[src/rtl/square_motion_pkg.sv]
// Shared pong constants, FSM state type and geometry helper for the square motion block.
package square_motion_pkg;

    localparam int unsigned PONG_CLK_HZ       = 25_175_000;
    localparam int unsigned PONG_H_ACTIVE     = 640;
    localparam int unsigned PONG_V_ACTIVE     = 480;
    localparam int unsigned PONG_SQ_SIZE      = 12;
    localparam int unsigned PONG_SERVE_CYCLES = 25_175_000;

    localparam int unsigned ACC_W = 25;
    localparam int unsigned POS_W = 10;

    typedef enum logic [1:0] {
        ST_IDLE  = 2'd0,
        ST_SERVE = 2'd1,
        ST_PLAY  = 2'd2
    } state_t;

    // Top-left coordinate that centres a square of side 'size' within 'extent'.
    function automatic logic [POS_W-1:0] centre_pos(input int unsigned extent,
                                                    input int unsigned size);
        return POS_W'((extent - size) / 2);
    endfunction

endpackage

[src/rtl/square_motion_axis_stepper.sv]
// Fractional-rate step generator: accumulates px/s velocity and emits one-cycle step pulses.
module axis_stepper
    import square_motion_pkg::*;
#(
    parameter int unsigned MODULUS = PONG_CLK_HZ
) (
    input  logic       clk_0,
    input  logic       rst,
    input  logic       clr,
    input  logic       en,
    input  logic [8:0] vel,
    output logic       step_c
);

    logic [ACC_W-1:0] acc;
    logic [ACC_W:0]   sum;
    logic             wrap;

    // One spare bit keeps the compare exact even at the largest modulus.
    always_comb begin
        sum    = {1'b0, acc} + (ACC_W + 1)'(vel);
        wrap   = (sum >= (ACC_W + 1)'(MODULUS));
        step_c = en && wrap;
    end

    always_ff @(posedge clk_0 or posedge rst) begin
        if (rst) begin
            acc <= '0;
        end else if (clr) begin
            acc <= '0;
        end else if (en) begin
            if (wrap) begin
                acc <= ACC_W'(sum - (ACC_W + 1)'(MODULUS));
            end else begin
                acc <= ACC_W'(sum);
            end
        end
    end

endmodule

[src/rtl/square_motion.sv]
// Square (ball) motion for pong: serve/play FSM, wall bounce, paddle hits and miss detection.
module square_motion
    import square_motion_pkg::*;
#(
    parameter int unsigned CLK_HZ       = PONG_CLK_HZ,
    parameter int unsigned SERVE_CYCLES = PONG_SERVE_CYCLES,
    parameter int unsigned SQ_SIZE      = PONG_SQ_SIZE,
    parameter int unsigned H_ACTIVE     = PONG_H_ACTIVE,
    parameter int unsigned V_ACTIVE     = PONG_V_ACTIVE
) (
    input  logic       clk_0,
    input  logic       rst,
    input  logic       game_run,
    input  logic [8:0] sq_xvel,
    input  logic [8:0] sq_yvel,
    input  logic       pdl_hit_l,
    input  logic       pdl_hit_r,
    input  logic       hit_below,
    output logic [9:0] sq_x,
    output logic [9:0] sq_y,
    output logic       dir_x,
    output logic       dir_y,
    output logic       sq_missed,
    output logic       miss_side
);

    localparam int unsigned CNT_W = $clog2(SERVE_CYCLES + 1);

    localparam logic [POS_W-1:0] X_MAX = POS_W'(H_ACTIVE - SQ_SIZE);
    localparam logic [POS_W-1:0] Y_MAX = POS_W'(V_ACTIVE - SQ_SIZE);
    localparam logic [POS_W-1:0] X_CTR = centre_pos(H_ACTIVE, SQ_SIZE);
    localparam logic [POS_W-1:0] Y_CTR = centre_pos(V_ACTIVE, SQ_SIZE);
    localparam logic [CNT_W-1:0] SERVE_LAST = CNT_W'(SERVE_CYCLES - 1);

    state_t           state;
    state_t           state_d;
    logic [CNT_W-1:0] serve_cnt;

    logic             step_x_c;
    logic             step_y_c;
    logic             acc_en;
    logic             acc_clr;

    logic             play_c;
    logic             hit_l_ok;
    logic             hit_r_ok;
    logic             hit_ok;
    logic             miss_c;
    logic             miss_side_c;
    logic [POS_W-1:0] x_d;
    logic [POS_W-1:0] y_d;
    logic             dir_x_d;
    logic             dir_y_d;

    // Accumulators only run in PLAY and are zeroed whenever play is about to stop.
    assign acc_en  = (state == ST_PLAY);
    assign acc_clr = (state_d != ST_PLAY);

    axis_stepper #(
        .MODULUS (CLK_HZ)
    ) u_step_x (
        .clk_0  (clk_0),
        .rst    (rst),
        .clr    (acc_clr),
        .en     (acc_en),
        .vel    (sq_xvel),
        .step_c (step_x_c)
    );

    axis_stepper #(
        .MODULUS (CLK_HZ)
    ) u_step_y (
        .clk_0  (clk_0),
        .rst    (rst),
        .clr    (acc_clr),
        .en     (acc_en),
        .vel    (sq_yvel),
        .step_c (step_y_c)
    );

    // Next position/direction; a paddle hit overrides any coincident step on both axes.
    always_comb begin
        x_d         = sq_x;
        y_d         = sq_y;
        dir_x_d     = dir_x;
        dir_y_d     = dir_y;
        miss_c      = 1'b0;
        miss_side_c = miss_side;
        play_c      = (state == ST_PLAY) && game_run;
        hit_l_ok    = play_c && pdl_hit_l && !dir_x;
        hit_r_ok    = play_c && pdl_hit_r && dir_x;
        hit_ok      = hit_l_ok || hit_r_ok;

        if (!play_c) begin
            x_d = X_CTR;
            y_d = Y_CTR;
        end else begin
            if (hit_ok) begin
                dir_y_d = hit_below;
            end else if (step_y_c) begin
                if (!dir_y) begin
                    if (sq_y == '0) begin
                        dir_y_d = 1'b1;
                    end else begin
                        y_d = sq_y - POS_W'(1);
                    end
                end else begin
                    if (sq_y == Y_MAX) begin
                        dir_y_d = 1'b0;
                    end else begin
                        y_d = sq_y + POS_W'(1);
                    end
                end
            end

            if (hit_ok) begin
                dir_x_d = hit_l_ok;
            end else if (step_x_c) begin
                if (!dir_x) begin
                    if (sq_x == '0) begin
                        miss_c      = 1'b1;
                        miss_side_c = 1'b0;
                        dir_x_d     = 1'b0;
                    end else begin
                        x_d = sq_x - POS_W'(1);
                    end
                end else begin
                    if (sq_x == X_MAX) begin
                        miss_c      = 1'b1;
                        miss_side_c = 1'b1;
                        dir_x_d     = 1'b1;
                    end else begin
                        x_d = sq_x + POS_W'(1);
                    end
                end
            end
        end
    end

    // Next-state logic; dropping game_run wins over every other transition.
    always_comb begin
        state_d = state;
        case (state)
            ST_IDLE: begin
                if (game_run) begin
                    state_d = ST_SERVE;
                end
            end
            ST_SERVE: begin
                if (serve_cnt == SERVE_LAST) begin
                    state_d = ST_PLAY;
                end
            end
            ST_PLAY: begin
                if (miss_c) begin
                    state_d = ST_SERVE;
                end
            end
            default: begin
                state_d = ST_IDLE;
            end
        endcase
        if (!game_run) begin
            state_d = ST_IDLE;
        end
    end

    always_ff @(posedge clk_0 or posedge rst) begin
        if (rst) begin
            state <= ST_IDLE;
        end else begin
            state <= state_d;
        end
    end

    // Counts cycles spent in SERVE; cleared on any exit.
    always_ff @(posedge clk_0 or posedge rst) begin
        if (rst) begin
            serve_cnt <= '0;
        end else if ((state == ST_SERVE) && (state_d == ST_SERVE)) begin
            serve_cnt <= serve_cnt + CNT_W'(1);
        end else begin
            serve_cnt <= '0;
        end
    end

    always_ff @(posedge clk_0 or posedge rst) begin
        if (rst) begin
            sq_x      <= X_CTR;
            sq_y      <= Y_CTR;
            dir_x     <= 1'b1;
            dir_y     <= 1'b1;
            sq_missed <= 1'b0;
            miss_side <= 1'b0;
        end else begin
            sq_x      <= x_d;
            sq_y      <= y_d;
            dir_x     <= dir_x_d;
            dir_y     <= dir_y_d;
            sq_missed <= miss_c;
            miss_side <= miss_side_c;
        end
    end

endmodule

[config.mk]
export PLATFORM = sky130hd
export DESIGN_NAME = square_motion
export DESIGN_NICKNAME = d
export VERILOG_FILES = /design/src/rtl/square_motion_pkg.sv /design/src/rtl/square_motion_axis_stepper.sv /design/src/rtl/square_motion.sv
export SDC_FILE = /design/constraint.sdc
export NUM_CORES = 1
export LEC_CHECK = 0
export BUFFER_PORTS_ARGS = -buffer_cell sky130_fd_sc_hd__buf_2
export CAP_MARGIN = 25
export CORE_MARGIN = 10
export CORE_UTILIZATION = 45
export CTS_BUF_LIST = sky130_fd_sc_hd__clkbuf_2 sky130_fd_sc_hd__clkbuf_4 sky130_fd_sc_hd__clkbuf_8
export CTS_CLUSTER_SIZE = 20
export DETAILED_ROUTE_END_ITERATION = 8
export PLACE_DENSITY = 0.67
export SETUP_SLACK_MARGIN = 0.5
export SKIP_CTS_REPAIR_TIMING = 1
export SLEW_MARGIN = 25
export SYNTH_ARGS = -nofsm -noshare
export SYNTH_HDL_FRONTEND = slang
export SYNTH_SLANG_ARGS = --single-unit
[constraint.sdc]
create_clock -name clk_0 -period 3.97 [get_ports clk_0]
set_input_delay 0.5955 -clock clk_0 [delete_from_list [all_inputs] [get_ports clk_0]]
set_output_delay 0.5955 -clock clk_0 [all_outputs]
set_load 0.005 [all_outputs]
# Word-level counts from Yosys, hierarchy flattened
# Index checks and enable logic that the tools add are counted.
# Widths: inputs -> output; s select.
[word_totals]
word_cells = 99
ff_bits = 101
input_bits = 24
[op_classes]
n_reduce_logical = 22
n_eq_ne = 15
n_lt_le_gt_ge = 2
n_mux = 40
add_sub_neg = 9
n_bitwise = 1
[op_table]
columns = ["op", "n"]
rows = [
  ["$mux 25", 7],
  ["$mux 10", 12],
  ["$add 25x9->26", 2],
  ["$ge 26x25->1 const B", 2],
  ["$sub 25x25->25 const B", 2],
  ["$add 25x1->25 const B", 1],
  ["$eq 25x25->1 const B", 1],
  ["$add 10x1->10 const B", 2],
  ["$logic_not 10->1", 2],
  ["$sub 10x1->10 const B", 2],
  ["$mux 1", 17],
  ["$ne 3x3->1 const B", 4],
  ["$eq 10x10->1 const B", 1],
  ["$eq 10x9->1 const B", 1],
  ["$logic_and 1x1->1", 8],
  ["$ne 2x2->1 const B", 4],
  ["$reduce_and 4->1", 2],
  ["$reduce_bool 2->1", 4],
  ["$mux 2", 3],
  ["$pmux 2 s3", 1],
  ["$reduce_and 5->1", 1],
  ["$eq 2x1->1 const B", 2],
  ["$reduce_and 2->1", 2],
  ["$eq 2x2->1 const B", 1],
  ["other kinds (5)", 5],
]

# Logic depth before layout (Yosys ltp)
[logic_depth]
depth_word = 13
ltp_mapped = 16

# Modules after synthesis
# From an unflattened synthesis, not the netlist that was laid out.
[hier_totals]
hier_cells = 1076
hier_area_um2 = 9098.7
[modules_own_cells]
columns = ["mod", "cells_each", "n_inst", "area_per_inst_um2", "seq_area_each_um2"]
rows = [
  ["square_motion", 341, 1, 3188.1, 1291.2],
  ["axis_stepper at u_step_y", 376, 1, 2990.4, 625.6],
  ["axis_stepper at u_step_x", 359, 1, 2920.3, 625.6],
]

# Least setup slack after synthesis
# OpenSTA, ideal clock, no wires.
[synth_path]
kind = "input to register"
from = "in sq_xvel[0]"
to = "reg u_step_x.acc[24]"
setup_slack_ns = 0.010
n_path_buf = 2
required_time_ns = 3.893
arrival_ns = 3.884
cell_stages = 15
setup_time_ns = 0.077
path_cell_list = "ha_1 fa_1 a211o_1 a221o_1 a21boi_4 nor3b_1 xnor2_2 nand4b_4 o31a_1 buf_6 o211ai_4 nand2_4 buf_6 or4_1 o21ai_1"
[synth_via]
elab_chain_cells = 11
elab_cells_between_ends = 15
cone_classes = "2 x add/sub; 1 x order compare; 1 x eq/ne; 9 x mux; 2 x reduce/logical"
[synth_lines]
columns = ["element", "line_no", "rtl"]
rows = [
  ["from (decl)", "square_motion.sv:14", "input logic [8:0] sq_xvel,"],
  ["$add 25x9->26 (*)", "square_motion_axis_stepper.sv:21", "sum = {1'b0, acc} + (ACC_W + 1)'(vel);"],
  ["$ge 26x25->1", "square_motion_axis_stepper.sv:22", "wrap = (sum >= (ACC_W + 1)'(MODULUS));"],
  ["$logic_and 1x1->1", "square_motion_axis_stepper.sv:23", "step_c = en && wrap;"],
  ["$mux 1", "square_motion.sv:118", "end else if (step_x_c) begin"],
  ["$mux 1", "square_motion.sv:116", "if (hit_ok) begin"],
  ["$mux 1", "square_motion.sv:94", "if (!play_c) begin"],
  ["$mux 2", "square_motion.sv:155", "if (miss_c) begin"],
  ["$pmux 2 s3", "square_motion.sv:143", "case (state)"],
  ["$mux 2", "square_motion.sv:163", "if (!game_run) begin"],
  ["$ne 2x2->1", "square_motion.sv:57", "assign acc_clr = (state_d != ST_PLAY);"],
  ["$mux 25 or $reduce_bool 2->1 (tied branches)", "--", ""],
  ["to (signal assigned)", "square_motion_axis_stepper.sv:33", "acc <= ACC_W'(sum - (ACC_W + 1)'(MODULUS));"],
  ["to (signal assigned)", "square_motion_axis_stepper.sv:35", "acc <= ACC_W'(sum);"],
  ["to (decl)", "square_motion_axis_stepper.sv:15", "logic [ACC_W-1:0] acc;"],
]
# Every way passes the cells marked *; elsewhere a longest branch is shown, timed or not. The select of a mux whose other input is x is not followed.
# A chain may end at the register's enable or synchronous reset.

# Final worst setup path
[layout_path]
from = "reg u_step_x.acc[0]"
to = "reg u_step_x.acc[12]"
[layout_via]
elab_chain_cells = 11
elab_cells_between_ends = 15
cone_classes = "2 x add/sub; 1 x order compare; 1 x eq/ne; 9 x mux; 2 x reduce/logical"
[layout_lines]
columns = ["element", "line_no"]
rows = [
  ["$add 25x9->26 (*)", "square_motion_axis_stepper.sv:21"],
  ["$ge 26x25->1", "square_motion_axis_stepper.sv:22"],
  ["$logic_and 1x1->1", "square_motion_axis_stepper.sv:23"],
  ["$mux 1", "square_motion.sv:118"],
  ["$mux 1", "square_motion.sv:116"],
  ["$mux 1", "square_motion.sv:94"],
  ["$mux 2", "square_motion.sv:155"],
  ["$pmux 2 s3", "square_motion.sv:143"],
  ["$mux 2", "square_motion.sv:163"],
  ["$ne 2x2->1", "square_motion.sv:57"],
  ["$mux 25 or $reduce_bool 2->1 (tied branches)", "--"],
]
# Marked as above.

==> results.txt <==
----------------------------------------------------
[Power]
  Switching power of the nets ... 512.1 uW
  Switching power share of the total ... 0.2748
  Cell internal pwr ... 1.352 mW
  Share of total power in sequential cells ... 0.554
  Leakage ... 4.354 nW
  Share of power burned in the clock network ... 0.369
  Worst voltage drop across the vdd grid ... 0.1521 mV
  Ratio of total power to cell area ... 182.4 nW/um^2
  Logic gate share of total power ... 0.078

[Critical path]
  Buffers plus inverters on the worst setup path ... 3
  Critical Path Sink Type ... register
  Worst Path Class, Setup ... register to register
  R2R setup slack ... 0.009 ns
  Crit path launch type ... register
  Startpoint of the most critical setup path ... u_step_x.acc[0]
  Series of cell instances along the critical path ... ha_4 > fa_2 > a211o_1 > a221o_1 > a21boi_4 > or3_4 > nand4_1 > nand4b_4 > o31a_1 > buf_6 > o211ai_4 > buf_12 > buf_6 > nand2_8 > or3_1 > o21ai_1
  Gate family responsible for the most delay along the worst path ... compound AO/OA/AOI/OAI gates
  Slowest cell on crit path ... dfrtp_1
  Capturing element of the worst setup path ... u_step_x.acc[12]
  Capturing point of the worst reg2reg path ... u_step_x.acc[12]
  Cells on worst reg2reg path ... 16
  Most common cell on crit path ... buf_6
  Worst EP required ... 4.31 ns
  Data arrival time at the worst-slack endpoint ... 4.30 ns
  Slowest stage delay, CP ... 0.42 ns
  Cell count along the critical path ... 16
  Max FO, Critical Path ... 12
  FF-to-FF Start ... u_step_x.acc[0]

[Detailed routing]
  Number of iterations in the first detailed-routing pass ... 5
  Final routed wire length divided by cell count ... 16.75 um
  Vias after detailed routing ... 7,660
  Total Wirelength ... 22,400 um
  DRC Markers ... 0
  Remaining number of nets flagged by the antenna check after routing ... 0
  Via density per instance ... 5.729
  Violation count after the first detailed-route iteration ... 536

[Floorplanning]
  Die Ht ... 154.2 um
  Ports ... 48
  Std cell rows ... 49
  Die area ... 23,780 sq um
  Width of the die ... 154.2 um
  Effective utilization at floorplan ... 0.4542
  Area inside the core boundary ... 17,840 sq um

[Synth]
  Share of the synthesized area in the top cell type ... 0.2748
  Yosys reg bits ... 101
  Most common flop cell mapped by yosys ... dfrtp_1
  Post-synthesis async set-or-reset flop share ... 1.000
  Proportion of synthesized chip area in sequential cells ... 0.3137
  Leading cell types by count after synthesis ... dfrtp_1 (89), nor2_1 (86), nand2_1 (80)
  Count of synthesis-stage warnings from yosys ... 0
  Nets in the synthesized netlist ... 1,009
  Total standard cell area after synthesis ... 8104 sq um
  Cell types with the largest area share after synthesis ... dfrtp_1 (27%), xnor2_1 (6.7%), ha_1 (5.7%)
  Unique masters post-synth ... 87
  Cell taking the most area after synthesis ... dfrtp_1
  Number of cells produced by synthesis ... 944
  Count leader, synth ... dfrtp_1
  Avg Inst Size Synth ... 8.585 sq um
  Number of enable flip-flop cells after synthesis ... 0

[CTS]
  Worst skew pair latency ... 0.40 ns
  Clock net sink count ... 101
  Cell at the root of the clock tree ... clkbuf_8
  Number of H-tree levels ... 3
  Inserted Clock Buffers ... 9
  Clock-pin slew on the worst setup and hold paths ... 0.12 ns
  Maximum root-to-sink buffer count ... 2
  CTS tree ... yes

[Global route]
  Initial antenna violation count ... 1
  Maximum number of pins on one net before global-route repair ... 47
  Vias in the first global route ... 7,216
  First-pass GRT wire length ... 35,180 um
  All-Layer GR Usage ... 0.1731
  Global-route congestion overflow total ... 0

[Timing]
  Maximum frequency from static timing analysis ... 0.2524 GHz
  Max-slew violations ... 0
  Final Cycle Share ... 0.9978
  RSZ-0062 raised after global routing ... yes
  Setup slack after layout ... 0.008787 ns
  Count of endpoints failing setup in the final report ... 0
  Final Hold Vio Count ... 0
  Final clock skew ... 0.01873 ns
  Transition time at the pin with the least slew margin ... 1.165 ns
  Shortest period the worst path allows ... 3.961 ns
  Setup TNS Final ... 0 ns
  Relative slew margins ... 0.2232

[Placed design]
  Gp weighted congestion ... 0.9098
  Detailed-placement wirelength estimate ... 16,100 um
  Setup Slack @ Placement ... -0.3249 ns
  Number of I/O port buffers ... 47

[Layout]
  Number of diodes ... 0
  Net count reported at finish ... 1,168
  Fraction of layout cells with a size suffix above 1 ... 0.2726
  Layout overhead on the synthesized area ... 26.09%

[Job]
  Max Cap Violations ... 0

[Outcome]
  Outcome ... complete, no violations

[Min path]
  Class of the most critical hold timing path ... primary input to asynchronous set/reset pin

----------------------------------------------------
[stage by stage]
stage | utilization | cell area (sq um) | power, mW | hold slack [ns] | cells
3_3_place_gp | 0.5256 | 9378 | 1.188 | 0.4786 | 1295
4_1_cts | 0.5368 | 9577 | 1.880 | 0.2612 | 1311
2_1_floorplan | - | 8189 | 1.133 | 0.4538 | 944
5_1_grt | 0.5728 | 10220 | 1.938 | 0.2937 | 1337
3_5_place_dp | 0.5256 | 9378 | 1.190 | 0.4805 | 1295
6_report | 0.5728 | 10220 | 1.864 | 0.2551 | 1337
[layout make-up]
class | instances | area [sq um]
Clock buffer | 10 | 137.6
Clock inverter | 6 | 61.31
Fill cell | 1594 | 7622
Inverter | 42 | 160.2
Multi-Input combinational cell | 765 | 5609
Sequential cell | 101 | 2542
Tap cell | 229 | 286.5
Timing Repair Buffer | 184 | 1421
[power groups by stage]
| stage | Clock [mW] | Sequential (mW) | Combinational (mW) |
|---|---|---|---|
| after floorplan | 0 | 1.05 | 0.0820 |
| after global placement | 0 | 1.05 | 0.137 |
| after detailed placement | 0 | 1.05 | 0.139 |
| after CTS | 0.709 | 1.03 | 0.139 |
| after global routing | 0.744 | 1.03 | 0.162 |
| final | 0.687 | 1.03 | 0.145 |
[worst register-to-register path, stage by stage (launching register included)]
cell and delay, ns:
dfrtp_1 0.42, ha_4 0.17, fa_2 0.34, a211o_1 0.31, a221o_1 0.38, a21boi_4 0.30
or3_4 0.18, nand4_1 0.14, nand4b_4 0.22, o31a_1 0.30, buf_6 0.14, o211ai_4 0.20
buf_12 0.16, buf_6 0.12, nand2_8 0.09, or3_1 0.40, o21ai_1 0.07
[layer usage]
layer	track usage	part of all wire
met1	0.2423	0.48
met2	0.2692	0.46
met3	0.02940	0.052
met4	0.04588	0.0095
met5	0	0.00058
[cell families after synthesis]
family	synth area share
buf+inv	0.04431
mux	0.01127
simple gates	0.2178
xor+xnor	0.1116
flops	0.3137
fa+ha+maj	0.06701
compound gates	0.2342
[layout by cell type (no fill, tap or decap), types with 8 or more instances in the layout]
cell type and instances:
a21o_1 15, a21oi_1 54, a22o_1 9, a31oi_1 13, and3_1 13, buf_2 47
buf_4 114, buf_6 16, clkbuf_8 10, dfrtp_1 89, dfstp_2 12, ha_1 31
inv_1 40, nand2_1 77, nand3_1 35, nand4_1 14, nor2_1 81, nor3_1 16
nor4_1 8, o211ai_1 19, o21ai_0 35, o21ai_1 27, o21bai_1 11, or3_1 23
or4_1 8, xnor2_1 59, xor2_1 32
[sequential cells by signal, summed over array words and instances, names as in the netlist]
register	flops
sq_x	10
dir_x	1
sq_y	10
serve_cnt	25
u_step_x.acc	25
dir_y	1
state	2
miss_side	1
sq_missed	1
u_step_y.acc	25
[worst min path at each step]
stage	startpoint	endpoint	slack, ns	depth (start not counted)
after floorplan	u_step_x.acc[3]	u_step_x.acc[3]	0.45	2
after global placement	serve_cnt[0]	serve_cnt[0]	0.48	1
after detailed placement	u_step_y.acc[5]	u_step_y.acc[5]	0.48	2
after CTS	rst	serve_cnt[0]	0.26	2
after global routing	rst	serve_cnt[7]	0.29	2
final	rst	u_step_x.acc[17]	0.26	2
Power figures use the tool's default switching activity.
